## config.mk

```make
export PLATFORM = sky130hd
export DESIGN_NAME = tremolo_modulator
export DESIGN_NICKNAME = d
export VERILOG_FILES = /design/src/rtl/tremolo_modulator.sv
export SDC_FILE = /design/constraint.sdc
export NUM_CORES = 1
export LEC_CHECK = 0
export ABC_CLOCK_PERIOD_IN_PS = 6200
export BUFFER_PORTS_ARGS = -buffer_cell sky130_fd_sc_hd__buf_4
export CORE_UTILIZATION = 38
export CTS_CLUSTER_SIZE = 14
export DETAILED_ROUTE_END_ITERATION = 6
export REMOVE_ABC_BUFFERS = 1
export SLEW_MARGIN = 20
export SYNTH_ARGS = -nofsm -noshare
export SYNTH_HDL_FRONTEND = slang
export SYNTH_SLANG_ARGS = --single-unit
export TNS_END_PERCENT = 1
```

## constraint.sdc

```tcl
create_clock -name CLK -period 6.2 [get_ports CLK]
set_input_delay 0.93 -clock CLK [delete_from_list [all_inputs] [get_ports CLK]]
set_output_delay 0.93 -clock CLK [all_outputs]
set_load 0.02 [all_outputs]
```

## src/rtl/tremolo_modulator.sv

```systemverilog
// Tremolo amplitude modulator: phase-accumulator-driven LFO scales the codec sample stream
// with a fixed 2-cycle latency. Define TREMOLO_SINE_EN for a sine LFO instead of the triangle.
module tremolo_modulator #(
  parameter int DATA_W = 16,
  parameter int DEPTH  = 192
) (
  input  logic              CLK,
  input  logic              RST_N,
  input  logic [31:0]       frequency,
  input  logic              disabled,
  input  logic              in_valid,
  input  logic [DATA_W-1:0] in_sample,
  output logic              out_valid,
  output logic [DATA_W-1:0] out_sample,
  output logic [7:0]        lfo_level
);

  localparam logic [8:0] DEPTH_C = 9'(DEPTH);

  logic [31:0]       acc_q, acc_d;
  logic [32:0]       acc_sum_s;
  logic              lfo_step_s;
  logic [7:0]        lfo_q, lfo_d;
  logic [16:0]       scaled_s;
  logic [8:0]        gain_s;
  logic [DATA_W-1:0] sample_q, sample_d;
  logic [8:0]        gain_q, gain_d;
  logic              bypass_q, bypass_d;
  logic              v1_q, v1_d;
  logic              out_valid_q, out_valid_d;
  logic [DATA_W-1:0] out_sample_q, out_sample_d;
  logic signed [DATA_W+9:0] prod_s;

  // Carry out of the phase accumulator is one LFO step.
  assign acc_sum_s  = {1'b0, acc_q} + {1'b0, frequency};
  assign lfo_step_s = acc_sum_s[32] & ~disabled;
  assign acc_d      = disabled ? 32'd0 : acc_sum_s[31:0];

`ifdef TREMOLO_SINE_EN
  localparam logic [6:0] SINE_Q [64] = '{
    7'd2,   7'd5,   7'd8,   7'd11,  7'd14,  7'd17,  7'd20,  7'd23,
    7'd26,  7'd29,  7'd32,  7'd35,  7'd38,  7'd41,  7'd44,  7'd47,
    7'd50,  7'd53,  7'd56,  7'd58,  7'd61,  7'd64,  7'd67,  7'd69,
    7'd72,  7'd74,  7'd77,  7'd79,  7'd82,  7'd84,  7'd86,  7'd89,
    7'd91,  7'd93,  7'd95,  7'd97,  7'd99,  7'd101, 7'd103, 7'd105,
    7'd106, 7'd108, 7'd110, 7'd111, 7'd113, 7'd114, 7'd115, 7'd117,
    7'd118, 7'd119, 7'd120, 7'd121, 7'd122, 7'd123, 7'd124, 7'd124,
    7'd125, 7'd125, 7'd126, 7'd126, 7'd127, 7'd127, 7'd127, 7'd127
  };

  logic [7:0] idx_q, idx_d;

  // Quadrants are arranged so index 0 sits at the minimum (level 0, unity gain).
  function automatic logic [7:0] sine_level(input logic [7:0] idx);
    logic [7:0] fwd;
    logic [7:0] rev;
    fwd = {1'b0, SINE_Q[idx[5:0]]};
    rev = {1'b0, SINE_Q[~idx[5:0]]};
    case (idx[7:6])
      2'd0:    sine_level = 8'd127 - rev;
      2'd1:    sine_level = 8'd128 + fwd;
      2'd2:    sine_level = 8'd128 + rev;
      default: sine_level = 8'd127 - fwd;
    endcase
  endfunction

  always_comb begin
    idx_d = idx_q;
    lfo_d = 8'd0;
    if (disabled) begin
      idx_d = 8'd0;
      lfo_d = 8'd0;
    end else begin
      idx_d = idx_q + {7'd0, lfo_step_s};
      lfo_d = sine_level(idx_q);
    end
  end

  always_ff @(posedge CLK or negedge RST_N) begin
    if (!RST_N) begin
      idx_q <= 8'd0;
    end else begin
      idx_q <= idx_d;
    end
  end
`else
  logic dir_down_q, dir_down_d;

  // Triangle: direction flips on the step that lands on 255 or on 0.
  always_comb begin
    lfo_d      = lfo_q;
    dir_down_d = dir_down_q;
    if (disabled) begin
      lfo_d      = 8'd0;
      dir_down_d = 1'b0;
    end else if (lfo_step_s) begin
      if (!dir_down_q) begin
        lfo_d      = lfo_q + 8'd1;
        dir_down_d = (lfo_q == 8'd254);
      end else begin
        lfo_d      = lfo_q - 8'd1;
        dir_down_d = (lfo_q != 8'd1);
      end
    end else begin
      lfo_d      = lfo_q;
      dir_down_d = dir_down_q;
    end
  end

  always_ff @(posedge CLK or negedge RST_N) begin
    if (!RST_N) begin
      dir_down_q <= 1'b0;
    end else begin
      dir_down_q <= dir_down_d;
    end
  end
`endif

  assign scaled_s = {9'd0, lfo_q} * {8'd0, DEPTH_C};
  assign gain_s   = 9'd256 - 9'(scaled_s >> 8);
  assign prod_s   = $signed(sample_q) * $signed({1'b0, gain_q});

  // Stage 1 captures on in_valid; stage 2 holds its sample while idle.
  always_comb begin
    sample_d     = sample_q;
    gain_d       = gain_q;
    bypass_d     = bypass_q;
    v1_d         = in_valid;
    out_valid_d  = v1_q;
    out_sample_d = out_sample_q;
    if (in_valid) begin
      sample_d = in_sample;
      gain_d   = gain_s;
      bypass_d = disabled;
    end else begin
      sample_d = sample_q;
    end
    if (v1_q) begin
      out_sample_d = bypass_q ? sample_q : DATA_W'(prod_s >>> 8);
    end else begin
      out_sample_d = out_sample_q;
    end
  end

  always_ff @(posedge CLK or negedge RST_N) begin
    if (!RST_N) begin
      acc_q        <= 32'd0;
      lfo_q        <= 8'd0;
      sample_q     <= '0;
      gain_q       <= 9'd256;
      bypass_q     <= 1'b0;
      v1_q         <= 1'b0;
      out_valid_q  <= 1'b0;
      out_sample_q <= '0;
    end else begin
      acc_q        <= acc_d;
      lfo_q        <= lfo_d;
      sample_q     <= sample_d;
      gain_q       <= gain_d;
      bypass_q     <= bypass_d;
      v1_q         <= v1_d;
      out_valid_q  <= out_valid_d;
      out_sample_q <= out_sample_d;
    end
  end

  assign out_valid  = out_valid_q;
  assign out_sample = out_sample_q;
  assign lfo_level  = lfo_q;

endmodule

```

After elaboration in Yosys (flattened, before gate mapping) --
Cells that the tools add are included. W data, S select, Z words.
Cells by class: add/sub/neg operators 4, $mul 2, bitwise operators 2, reductions and logical operators 1, muxes and demuxes 8, eq/ne operators 2
Operators with widths (count):
- $add A32 B32 Y33 | 1
- $mux W32 | 1
- $mul A16 B10 Y24 | 1
- $mux W8 | 3
- $mux W16 | 1
- $mul A8 B2 Y10 const B | 1
- $sub A9 B8 Y9 const A | 1
- $add A8 B1 Y8 const B | 1
- $eq A8 B8 Y1 const B | 1
- $ne A8 B1 Y1 const B | 1
- $sub A8 B1 Y8 const B | 1
- $mux W1 | 3
- $reduce_bool A2 Y1 | 1
- $and A1 B1 Y1 | 1
- $not A1 Y1 | 1
Word-level totals: input bits 52, register bits after elaboration 85, output and inout bits 25, logic and storage cells 28

Depth between registers and ports, before layout --
Gate-level depths: netlist of run 1.
depth in word-level cells 4, depth in mapped cells 22, depth with buffers taken out 21

Worst setup path after synthesis of run 1 --
No wires, ideal clock.
path kind register to register, from reg gain_q[3], to reg out_sample_q[8] (netlist: out_sample[8]), slack 0.814 ns, required time 6.058 ns, cell stages (with the launch flop) 22, path buffers 1, data arrival time 5.244 ns, period minus slack after synthesis 5.386 ns, path through dfrtp_1 clkbuf_1 nand2_1 fa_1 inv_1 fa_1 inv_1 fa_1 inv_1 fa_1 inv_1 fa_1 inv_1 ha_1 or2_2 o311ai_4 nor3b_1 a211o_1 a21o_1 a21oi_1 xnor2_1 o221ai_1
Between the ends: word-level cells in the longest chain between the ends 2
RTL lines:
- start, declared | RTL line 27 | logic [8:0] gain_q, gain_d;
- start signal, assigned | RTL line 159 | gain_q <= gain_d;
- $mul A16 B10 Y24 | RTL line 121 | assign prod_s = $signed(sample_q) * $signed({1'b0, gain_q});
- $mux W16 | RTL line 139 | out_sample_d = bypass_q ? sample_q : DATA_W'(prod_s >>> 8);
- end signal, assigned | RTL line 163 | out_sample_q <= out_sample_d;
- end, declared | RTL line 31 | logic [DATA_W-1:0] out_sample_q, out_sample_d;
Every way passes these cells. A chain may end at the register's enable or synchronous reset.

Final worst setup path of run 1 --
from reg gain_q[2], to reg out_sample_q[8] (netlist: out_sample[8])
The elaborated chain is that of the path after synthesis.

==> tab_implementation.tex, run 1 <==
\begin{tabular}{lr}
\hline
Metric & Value \\
\hline
\multicolumn{2}{l}{\textbf{Critical path}} \\
\quad Largest stage delay on the critical path & 660 ps \\
\quad Crit path cell chain & nand2\_1 > fa\_1 > inv\_1 > fa\_1 > inv\_1 > fa\_1 > inv\_1 > fa\_1 > inv\_1 > fa\_1 > inv\_1 > ha\_1 > or2\_2 > o311ai\_4 > nor3b\_1 > a211o\_1 > a21o\_1 > a21oi\_1 > xnor2\_1 > o221ai\_1 \\
\quad RR Startpoint & gain\_q[2] \\
\quad Highest fanout seen on the critical path & 17 \\
\quad Worst setup SP type & flip-flop \\
\quad Capture point of the worst path & out\_sample[8] \\
\quad R2R Path End & out\_sample[8] \\
\quad Critical-path cell with the highest stage delay & sky130\_fd\_sc\_hd\_\_dfrtp\_1 \\
\quad R2R cell count & 20 \\
\quad Kind of capture point of the worst setup path & flip-flop \\
\quad R2R Setup Slk & 530 ps \\
\quad Worst setup path startpoint & gain\_q[2] \\
\quad Arrival time at the worst endpoint & 5880 ps \\
\quad Req. time, crit path & 6420 ps \\
\quad CP Class & reg -> reg \\
\multicolumn{2}{l}{\textbf{CTS}} \\
\quad Post-CTS sizing & 0 \\
\quad Post-CTS Hold Fix Bufs & 0 \\
\quad Reg clk slew, reported paths & 70 ps \\
\quad TritonCTS clock tree & done \\
\quad Root Driver & sky130\_fd\_sc\_hd\_\_clkbuf\_16 \\
\quad Post-CTS setup buffer count & 0 \\
\quad Worst-Skew Late Latency & 370 ps \\
\quad CTS Sinks & 85 \\
\quad H-Tree Level Count & 3 \\
\quad Total clock buffers created by CTS & 9 \\
\quad Bufs on Longest Clock Path & 2 \\
\multicolumn{2}{l}{\textbf{Floorplan}} \\
\quad Die Height & 164 um \\
\quad I/O pins & 77 \\
\quad Standard cell core area & 26000 um\^{}2 \\
\quad Full die area & 27100 um\^{}2 \\
\quad Die X & 164 um \\
\quad Number of standard-cell rows in the floorplan & 59 \\
\quad Initial core utilization & 38.6\% \\
\multicolumn{2}{l}{\textbf{Yosys}} \\
\quad Number of enable-type register cells in the synthesized netlist & 0 \\
\quad FF+latch count, synth & 85 \\
\quad Fraction of post-synthesis cell area in the top cell type by area & 23.1\% \\
\quad Warning count from the yosys run & 0 \\
\quad Most frequent cell after synthesis & sky130\_fd\_sc\_hd\_\_inv\_1 \\
\quad Share of synthesized area occupied by flip-flops and latches & 21.2\% \\
\quad Largest area contributor in the netlist & sky130\_fd\_sc\_hd\_\_fa\_1 \\
\quad Average cell area after synthesis & 9.29 um\^{}2 \\
\quad Cell area after technology mapping & 10000 um\^{}2 \\
\quad Async SR Flop Fraction & 100\% \\
\quad Gate Count Post-Synth & 1080 \\
\quad Area contributors post-synth & sky130\_fd\_sc\_hd\_\_fa\_1 23\%, sky130\_fd\_sc\_hd\_\_dfrtp\_1 21\%, sky130\_fd\_sc\_hd\_\_ha\_1 13\% \\
\quad Dominant register cell in the synthesized netlist & sky130\_fd\_sc\_hd\_\_dfrtp\_1 \\
\quad Netlist cell types & 63 \\
\quad Leading post-synthesis cells by instance count & 155 x sky130\_fd\_sc\_hd\_\_inv\_1, 116 x sky130\_fd\_sc\_hd\_\_fa\_1, 102 x sky130\_fd\_sc\_hd\_\_ha\_1, 94 x sky130\_fd\_sc\_hd\_\_nand2\_1, 84 x sky130\_fd\_sc\_hd\_\_dfrtp\_1 \\
\multicolumn{2}{l}{\textbf{Placed design}} \\
\quad Count of input and output buffers & 76 \\
\quad Routability-driven placement congestion ratio & 0.845 \\
\quad Half-perimeter wire length of the detailed placement result & 17200 um \\
\multicolumn{2}{l}{\textbf{Timing}} \\
\quad Unrepaired setup endpoints after global routing & false \\
\quad Tcrit/Tclk final & 91.4\% \\
\quad Clock Skews & 17.0 ps \\
\quad Hold Fails Final Rpt & 0 \\
\quad Relative slew slack & 34.0\% \\
\quad Peak clock frequency supported by timing & 176 MHz \\
\quad Post-route minimum period & 5670 ps \\
\quad Post-route setup TNS & 0 ps \\
\quad Final count of pins violating max slew & 0 \\
\quad Pin slew with the least headroom to its limit & 990 ps \\
\quad \# setup viols final & 0 \\
\multicolumn{2}{l}{\textbf{Finish}} \\
\quad Fill count & 2575 \\
\quad Area growth from synthesis to layout & 11.9\% \\
\quad Ratio of cells with drive above 1 in the final layout & 12.8\% \\
\quad Post-layout net count & 1403 \\
\quad Number of antenna cells inserted & 0 \\
\multicolumn{2}{l}{\textbf{Drt}} \\
\quad Antenna viol nets, final & 0 \\
\quad Routed length per instance & 15.1 um \\
\quad Per-cell via count in the routed design & 4.97 \\
\quad Count of vias placed by the detailed router & 7316 \\
\quad Number of DRC violations after detailed-routing iteration 0 & 364 \\
\quad Count of TritonRoute iterations in the first routing pass & 4 \\
\quad Remaining DRCs & 0 \\
\quad Detailed-route wire length & 22300 um \\
\multicolumn{2}{l}{\textbf{GRT}} \\
\quad Number of antenna violations at the first check in global routing & 0 \\
\quad Vias in the first global route & 7777 \\
\quad Overall routing resource usage & 18.0\% \\
\quad Remaining global-route overflow & 0 \\
\quad Pin count of the biggest net entering global routing & 67 \\
\quad First-pass GRT wire length & 38100 um \\
\multicolumn{2}{l}{\textbf{Job}} \\
\quad Max-cap violations & 0 \\
\multicolumn{2}{l}{\textbf{Hold path}} \\
\quad Worst Hold Class & in -> async \\
\multicolumn{2}{l}{\textbf{Status}} \\
\quad Run status & complete, no violations \\
\hline
\end{tabular}
[per-stage QoR]
step           std cells  area [um^2]  setup WS [ps]  hold slack, ps  utilization (%)
2_1_floorplan       1038         9860            937             527                -
3_3_place_gp        1457        10900            608             497             42.0
3_5_place_dp        1457        10900            531             514             42.0
4_1_cts             1473        11200            519             444             43.2
5_1_grt             1473        11200           74.9             454             43.2
6_report            1473        11200            533             437             43.2
[worst min path at each step]
stage / to / startpoint / depth (start not counted)
detailed placement: out_sample[7] / out_sample[7] / 2
floorplan: gain_q[8] / gain_q[8] / 2
finish: acc_q[24] / RST_N / 1
CTS: acc_q[24] / RST_N / 1
global route: acc_q[24] / RST_N / 1
global placement: out_sample[0] / out_sample[0] / 1
[layout by cell type, fill, tap and decap left out, types with 4 or more instances in the layout]
cell type                   Yosys  final
sky130_fd_sc_hd__buf_4          1     84
sky130_fd_sc_hd__or3_1          9      9
sky130_fd_sc_hd__clkbuf_16      0      9
sky130_fd_sc_hd__a21o_1        14     14
sky130_fd_sc_hd__o21ai_0       32     32
sky130_fd_sc_hd__nor2b_1       10     10
sky130_fd_sc_hd__ha_1         102    102
sky130_fd_sc_hd__o21ai_1        4      4
sky130_fd_sc_hd__nand3_1        8      8
sky130_fd_sc_hd__o21bai_1       8      8
sky130_fd_sc_hd__fa_1         116    116
sky130_fd_sc_hd__xor2_1        23     23
sky130_fd_sc_hd__a211oi_1       9      9
sky130_fd_sc_hd__dfrtp_1       84     84
sky130_fd_sc_hd__o211ai_1       4      4
sky130_fd_sc_hd__nor3_1        14     14
sky130_fd_sc_hd__nor2_1        72     72
sky130_fd_sc_hd__a31oi_1        6      6
sky130_fd_sc_hd__mux2i_1        6      6
sky130_fd_sc_hd__a21oi_1       65     65
sky130_fd_sc_hd__and2_1        71     71
sky130_fd_sc_hd__nand2_1       94     94
sky130_fd_sc_hd__inv_1        155    155
sky130_fd_sc_hd__o21a_1        10     10
sky130_fd_sc_hd__xnor2_1       39     39
sky130_fd_sc_hd__mux2_2        25     25
sky130_fd_sc_hd__nand4_1       11     11
[cell families after synthesis]
kind of cell | count (synthesis) | share of synthesized area [%]
flip-flops | 85 | 21.2
multiplexers | 33 | 3.63
adder cells (fa/ha/maj) | 218 | 35.9
buffers and inverters | 197 | 7.48
AO/OA/AOI/OAI | 177 | 11.4
AND/OR/NAND/NOR | 308 | 15.0
XOR/XNOR | 62 | 5.41
[critical path, delay by kind of cell (launching register included)]
family | cells | cell delay, ps
AOI/OAI and AO/OA | 5 | 990
xor gates and xnor gates | 1 | 150
adders and majority gates | 6 | 2870
buffers and inverters | 5 | 250
DFF | 1 | 660
and+or+nand+nor | 3 | 590
[area by class of cell]
cell class                 instances  area [um^2]  share of cell area (%)
clock buffer                       9          225                    2.01
clock inverter                     7         86.3                   0.769
inverter                         155          582                    5.18
multi-input combinational        798         7150                    63.7
sequential                        85         2130                    19.0
tap                              335          419                    3.73
timing repair buffer              84          631                    5.62
[flip-flops by register name, summed over array words and instances (netlist names)]
signal / count
acc_q: 32
out_sample: 16
sample_q: 16
gain_q: 9
lfo_level: 8
bypass_q: 1
dir_down_q: 1
out_valid: 1
out_valid_d: 1
[per-layer routing]
metal / part of all wire, % / routed length, um / GRT usage [%] / up-vias
met4: 1.0 / 232 / 3.88 / 0
li1: - / - / - / 3606
met1: 47 / 10500 / 24.1 / 3588
met3: 4.0 / 899 / 2.96 / 16
met2: 48 / 10600 / 30.6 / 106
met5: 0 / 0 / 0 / -
Power of run 1 is left out: the tool's default activity adds up to more than one toggle a clock period on the data nets, which glitch-free logic cannot reach.
==> inputs of run 2 (changes only) <==
CORE_UTILIZATION = 60   (was 38)
PLACE_DENSITY = 0.8   (was unset)
==> tab_implementation.tex, run 2 (same netlist as run 1, synthesis figures left out) <==
\begin{tabular}{lr}
\hline
Metric & Value \\
\hline
\multicolumn{2}{l}{\textbf{Timing}} \\
\quad Relative slew slack & 32.6\% \\
\quad Tcrit/Tclk final & 93.5\% \\
\quad Final count of pins violating max slew & 0 \\
\quad Hold Fails Final Rpt & 0 \\
\quad \# setup viols final & 0 \\
\quad Pin slew with the least headroom to its limit & 1010 ps \\
\quad Post-route setup TNS & 0 ps \\
\quad Unrepaired setup endpoints after global routing & false \\
\quad Post-route minimum period & 5800 ps \\
\quad Peak clock frequency supported by timing & 172 MHz \\
\quad Clock Skews & 12.6 ps \\
\multicolumn{2}{l}{\textbf{Placed design}} \\
\quad Count of input and output buffers & 76 \\
\quad Routability-driven placement congestion ratio & 0.880 \\
\quad Half-perimeter wire length of the detailed placement result & 17000 um \\
\quad Placed Cells incl. Taps & 1336 \\
\multicolumn{2}{l}{\textbf{CTS}} \\
\quad Worst-Skew Late Latency & 360 ps \\
\quad Reg clk slew, reported paths & 70 ps \\
\quad Post-CTS setup buffer count & 0 \\
\quad Post-CTS sizing & 0 \\
\quad H-Tree Level Count & 3 \\
\quad CTS Sinks & 85 \\
\quad Bufs on Longest Clock Path & 2 \\
\quad Total clock buffers created by CTS & 9 \\
\quad TritonCTS clock tree & done \\
\quad Root Driver & sky130\_fd\_sc\_hd\_\_clkbuf\_16 \\
\quad Post-CTS Hold Fix Bufs & 0 \\
\multicolumn{2}{l}{\textbf{Critical path}} \\
\quad Critical-path cell with the highest stage delay & sky130\_fd\_sc\_hd\_\_dfrtp\_1 \\
\quad Crit path cell chain & nand2\_1 > fa\_1 > inv\_1 > fa\_1 > fa\_1 > fa\_1 > inv\_1 > fa\_1 > inv\_1 > ha\_1 > a21oi\_1 > o21ai\_0 > nor3\_1 > o21a\_1 > o21a\_1 > nor2\_1 > xor2\_1 > mux2i\_1 > a21oi\_1 \\
\quad Req. time, crit path & 6490 ps \\
\quad Largest stage delay on the critical path & 680 ps \\
\quad Highest fanout seen on the critical path & 17 \\
\quad Arrival time at the worst endpoint & 6090 ps \\
\quad Kind of capture point of the worst setup path & flip-flop \\
\quad CP Class & reg -> reg \\
\quad Most numerous cell on the critical path & sky130\_fd\_sc\_hd\_\_fa\_1 \\
\quad Worst setup SP type & flip-flop \\
\multicolumn{2}{l}{\textbf{Finish}} \\
\quad Post-layout net count & 1401 \\
\quad Largest reg by FF count & acc\_q \\
\quad Fill count & 1289 \\
\quad Ratio of cells with drive above 1 in the final layout & 12.7\% \\
\quad Commonest cells after routing, fill and taps aside & 155 x sky130\_fd\_sc\_hd\_\_inv\_1, 116 x sky130\_fd\_sc\_hd\_\_fa\_1, 102 x sky130\_fd\_sc\_hd\_\_ha\_1 \\
\quad Most common cell after layout, fill and taps aside & sky130\_fd\_sc\_hd\_\_inv\_1 \\
\quad Final cell utilization of the core & 68.8\% \\
\quad Final cell count without fillers & 1352 \\
\quad Area growth from synthesis to layout & 10.5\% \\
\quad Number of antenna cells inserted & 0 \\
\quad Flip-flop count of the largest register after layout & 32 \\
\multicolumn{2}{l}{\textbf{Floorplan}} \\
\quad Standard cell core area & 16100 um\^{}2 \\
\quad Die Height & 131 um \\
\quad Full die area & 17200 um\^{}2 \\
\quad Initial core utilization & 62.3\% \\
\quad Die X & 131 um \\
\quad Number of standard-cell rows in the floorplan & 46 \\
\quad I/O pins & 77 \\
\multicolumn{2}{l}{\textbf{GRT}} \\
\quad Met3 demand-to-capacity share in global routing & 3.59\% \\
\quad First-pass GRT wire length & 37600 um \\
\quad Overall routing resource usage & 27.1\% \\
\quad Vias in the first global route & 7774 \\
\quad Routing usage on met2 & 45.4\% \\
\quad Pin count of the biggest net entering global routing & 60 \\
\quad Number of antenna violations at the first check in global routing & 0 \\
\quad Met1 usage in global routing & 37.0\% \\
\quad Remaining global-route overflow & 0 \\
\quad Most used routing layer & met2 \\
\multicolumn{2}{l}{\textbf{Drt}} \\
\quad Count of vias placed by the detailed router & 7498 \\
\quad Detailed-route wire length & 22000 um \\
\quad Antenna viol nets, final & 0 \\
\quad Per-cell via count in the routed design & 5.55 \\
\quad Remaining DRCs & 0 \\
\quad Number of DRC violations after detailed-routing iteration 0 & 416 \\
\quad Count of TritonRoute iterations in the first routing pass & 4 \\
\quad Routed length per instance & 16.3 um \\
\multicolumn{2}{l}{\textbf{Hold path}} \\
\quad Worst Hold Class & reg -> reg \\
\multicolumn{2}{l}{\textbf{Job}} \\
\quad Max-cap violations & 0 \\
\multicolumn{2}{l}{\textbf{Status}} \\
\quad Run status & complete, no violations \\
\hline
\end{tabular}
[run 2: cell count changes in the layout (fill, tap and decap cells not counted), sizes merged]
| cell | previous run | this run |
|---|---|---|
| bufinv | 0 | 2 |
| clkbuf | 9 | 10 |
| buf | 84 | 82 |
| clkinv | 3 | 1 |
| inv | 159 | 158 |
[run 2: path summary, 6_finish.rpt]
| kind | start | to | slack [ps] | cells after the start |
|---|---|---|---|---|
| setup reg to reg | gain_q[2] | out_sample[13] | 400 | 19 |
| setup / recovery | gain_q[2] | out_sample[13] | 400 | 19 |
| max in group asynchronous | RST_N | out_sample[1] | 4650 | 2 |
| hold / removal | out_valid_d | out_valid | 380 | 0 |
| hold reg to reg | out_valid_d | out_valid | 380 | 0 |
| min in group asynchronous | RST_N | acc_q[29] | 470 | 1 |
[run 2: metrics by stage]
stage	setup slack [ps]	hold slack [ps]	cell area [um^2]
floorplan	937	527	9860
global placement	683	358	10700
detailed placement	524	364	10700
CTS	522	380	11100
global route	141	390	11100
finish	401	379	11100
[run 2: cell type report]
cell class / instances / area, um^2 / area share [%]
clock buffers: 10 / 239 / 2.16
repair buffers: 82 / 616 / 5.55
flip-flops and latches: 85 / 2130 / 19.2
well taps: 216 / 270 / 2.44
multi-input cells: 798 / 7150 / 64.5
inverters: 155 / 582 / 5.25
clock inverters: 6 / 100 / 0.903
[run 2: layer usage]
metal | up-vias | wire length (um)
li1 | 3595 | -
met1 | 3673 | 9770
met2 | 196 | 10900
met3 | 34 | 980
met4 | 0 | 389
met5 | - | 0
[run 2: worst max-delay path, delay by kind of cell, from the launching register on]
| kind | cells | cell delay (ps) |
|---|---|---|
| fa+ha+maj | 6 | 2960 |
| flops | 1 | 680 |
| compound gates | 5 | 1170 |
| simple gates | 3 | 480 |
| mux | 1 | 90 |
| buf+inv | 3 | 160 |
| xor+xnor | 1 | 180 |
Power of run 2 is left out for the same reason.
==> inputs of run 3 (changes only) <==
ABC_CLOCK_PERIOD_IN_PS = 5500   (was 6200)
CTS_BUF_LIST = sky130_fd_sc_hd__clkbuf_4   (was unset)
clock period = 5.5 ns   (was 6.2 ns; I/O delays follow)
==> tab_implementation.tex, run 3 (same netlist as run 1, synthesis figures left out) <==
\begin{tabular}{lr}
\hline
Metric & Value \\
\hline
\multicolumn{2}{l}{\textbf{CTS}} \\
\quad H-Tree Level Count & 3 \\
\quad Reg clk slew, reported paths & 180 ps \\
\quad CTS Sinks & 85 \\
\quad TritonCTS clock tree & done \\
\quad Worst-Skew Late Latency & 510 ps \\
\quad Total clock buffers created by CTS & 9 \\
\quad Bufs on Longest Clock Path & 2 \\
\quad Post-CTS Hold Fix Bufs & 0 \\
\quad Root Driver & sky130\_fd\_sc\_hd\_\_clkbuf\_4 \\
\multicolumn{2}{l}{\textbf{Timing}} \\
\quad Peak clock frequency supported by timing & 186 MHz \\
\quad \# setup viols final & 0 \\
\quad Final count of pins violating max slew & 0 \\
\quad Post-route setup TNS & 0 ps \\
\quad Unrepaired setup endpoints after global routing & true \\
\quad Hold Fails Final Rpt & 0 \\
\quad Clock Skews & 33.6 ps \\
\quad Tcrit/Tclk final & 97.6\% \\
\quad Post-route minimum period & 5370 ps \\
\quad Relative slew slack & 42.8\% \\
\quad Pin slew with the least headroom to its limit & 858 ps \\
\quad Hold Slack & 180 ps \\
\multicolumn{2}{l}{\textbf{GRT}} \\
\quad First-pass GRT wire length & 38400 um \\
\quad Vias in the first global route & 8090 \\
\quad Overall routing resource usage & 27.9\% \\
\quad Remaining global-route overflow & 0 \\
\quad Number of antenna violations at the first check in global routing & 1 \\
\quad Pin count of the biggest net entering global routing & 65 \\
\multicolumn{2}{l}{\textbf{Critical path}} \\
\quad R2R Setup Slk & 130 ps \\
\quad Highest fanout seen on the critical path & 7 \\
\quad R2R Path End & out\_sample[15] \\
\quad Arrival time at the worst endpoint & 5760 ps \\
\quad Worst setup SP type & flip-flop \\
\quad R2R cell count & 19 \\
\quad Req. time, crit path & 5890 ps \\
\quad CP Class & reg -> reg \\
\quad RR Startpoint & gain\_q[6] \\
\quad Kind of capture point of the worst setup path & flip-flop \\
\multicolumn{2}{l}{\textbf{Floorplan}} \\
\quad Initial core utilization & 62.3\% \\
\quad Full die area & 17200 um\^{}2 \\
\quad Standard cell core area & 16100 um\^{}2 \\
\quad I/O pins & 77 \\
\quad Die X & 131 um \\
\quad Die Height & 131 um \\
\quad Number of standard-cell rows in the floorplan & 46 \\
\multicolumn{2}{l}{\textbf{Drt}} \\
\quad Detailed-route wire length & 22800 um \\
\quad Routed length per instance & 16.5 um \\
\quad Count of TritonRoute iterations in the first routing pass & 7 \\
\quad Antenna viol nets, final & 0 \\
\quad Per-cell via count in the routed design & 5.65 \\
\quad Number of DRC violations after detailed-routing iteration 0 & 488 \\
\quad Remaining DRCs & 0 \\
\quad Count of vias placed by the detailed router & 7804 \\
\multicolumn{2}{l}{\textbf{Status}} \\
\quad Run status & complete, no violations \\
\multicolumn{2}{l}{\textbf{Finish}} \\
\quad Area growth from synthesis to layout & 11.3\% \\
\quad Sequential cell area in the final layout & 2140 um\^{}2 \\
\quad Most common cell after layout, fill and taps aside & sky130\_fd\_sc\_hd\_\_inv\_1 \\
\quad Ratio of cells with drive above 1 in the final layout & 17.0\% \\
\quad Final cell count without fillers & 1381 \\
\quad Largest reg by FF count & acc\_q \\
\quad Flip-flop count of the largest register after layout & 32 \\
\quad Area taken by multi-input logic gates & 7210 um\^{}2 \\
\quad Post-layout net count & 1429 \\
\quad Fill count & 1273 \\
\quad Commonest cells after routing, fill and taps aside & 155 x sky130\_fd\_sc\_hd\_\_inv\_1, 115 x sky130\_fd\_sc\_hd\_\_fa\_1, 108 x sky130\_fd\_sc\_hd\_\_buf\_4 \\
\quad Final cell utilization of the core & 69.3\% \\
\multicolumn{2}{l}{\textbf{Placed design}} \\
\quad Placed Cells incl. Taps & 1357 \\
\quad Routability-driven placement congestion ratio & 0.884 \\
\quad Count of input and output buffers & 76 \\
\quad Half-perimeter wire length of the detailed placement result & 17700 um \\
\multicolumn{2}{l}{\textbf{Hold path}} \\
\quad Worst Hold Class & in -> async \\
\multicolumn{2}{l}{\textbf{Job}} \\
\quad Max-cap violations & 0 \\
\hline
\end{tabular}
run 3: cell count changes in the layout (fill, tap and decap cells not counted), moves of 9 or more:
cell / change
sky130_fd_sc_hd__buf_4: +26
sky130_fd_sc_hd__clkbuf_16: -9
sky130_fd_sc_hd__clkbuf_4: +9
sky130_fd_sc_hd__dfrtp_1: -11
sky130_fd_sc_hd__dfrtp_2: +11
run 3: area by class of cell:
| cell class | instances | area share, % |
|---|---|---|
| Antenna cell | 1 | 0.0224 |
| Clock buffer | 9 | 0.605 |
| Clock inverter | 7 | 0.594 |
| Inverter | 155 | 5.21 |
| Multi-Input combinational cell | 798 | 64.6 |
| Sequential cell | 85 | 19.2 |
| Tap cell | 216 | 2.42 |
| Timing Repair Buffer | 110 | 7.35 |
run 3: worst max-delay path by stage:
stage          slack, ps        endpoint         start  cells past startpoint
6_report             130  out_sample[15]     gain_q[6]                     19
5_1_grt              -80  out_sample[15]  sample_q[10]                     18
4_1_cts                9  out_sample[15]  sample_q[12]                     17
3_5_place_dp           2  out_sample[15]     gain_q[6]                     19
3_3_place_gp         170   out_sample[9]     gain_q[6]                     19
2_1_floorplan        240   out_sample[8]     gain_q[3]                     20
run 3: worst max-delay path: stages (launching register included):
cell,delay [ps]
sky130_fd_sc_hd__dfrtp_2,470
sky130_fd_sc_hd__buf_2,190
sky130_fd_sc_hd__nand2_1,90
sky130_fd_sc_hd__fa_1,540
sky130_fd_sc_hd__inv_1,50
sky130_fd_sc_hd__fa_1,480
sky130_fd_sc_hd__fa_1,520
sky130_fd_sc_hd__fa_1,540
sky130_fd_sc_hd__inv_1,50
sky130_fd_sc_hd__fa_1,540
sky130_fd_sc_hd__inv_1,50
sky130_fd_sc_hd__ha_2,380
sky130_fd_sc_hd__nand2_1,80
sky130_fd_sc_hd__o21ai_1,230
sky130_fd_sc_hd__nor3_1,80
sky130_fd_sc_hd__o21a_1,150
sky130_fd_sc_hd__o21a_1,240
sky130_fd_sc_hd__o31ai_1,350
sky130_fd_sc_hd__xnor2_1,160
sky130_fd_sc_hd__o21ai_0,90
run 3: timing repair:
action | in CTS | in global routing
resized for setup | 2 | 29
pin swaps | 0 | 5
endpoints found under the setup margin | 2 | 12
setup buffers | 0 | 7
run 3: per-layer routing:
metal / track usage (%) / vias to the layer above / wire, um
met1: 36.3 / 3832 / 9810
met2: 47.4 / 244 / 11200
met3: 5.56 / 58 / 1170
met4: 7.49 / 0 / 608
met5: 0 / - / 0
li1: - / 3670 / -
run 3: stage by stage:
| stage | cell area [um^2] | worst slack [ps] |
|---|---|---|
| after CTS | 11000 | 9.40 |
| after detailed placement | 10900 | 2.28 |
| after floorplan | 9860 | 237 |
| after global routing | 11200 | -76.1 |
| final | 11200 | 132 |
| after global placement | 10900 | 169 |
Power of run 3 is left out for the same reason.
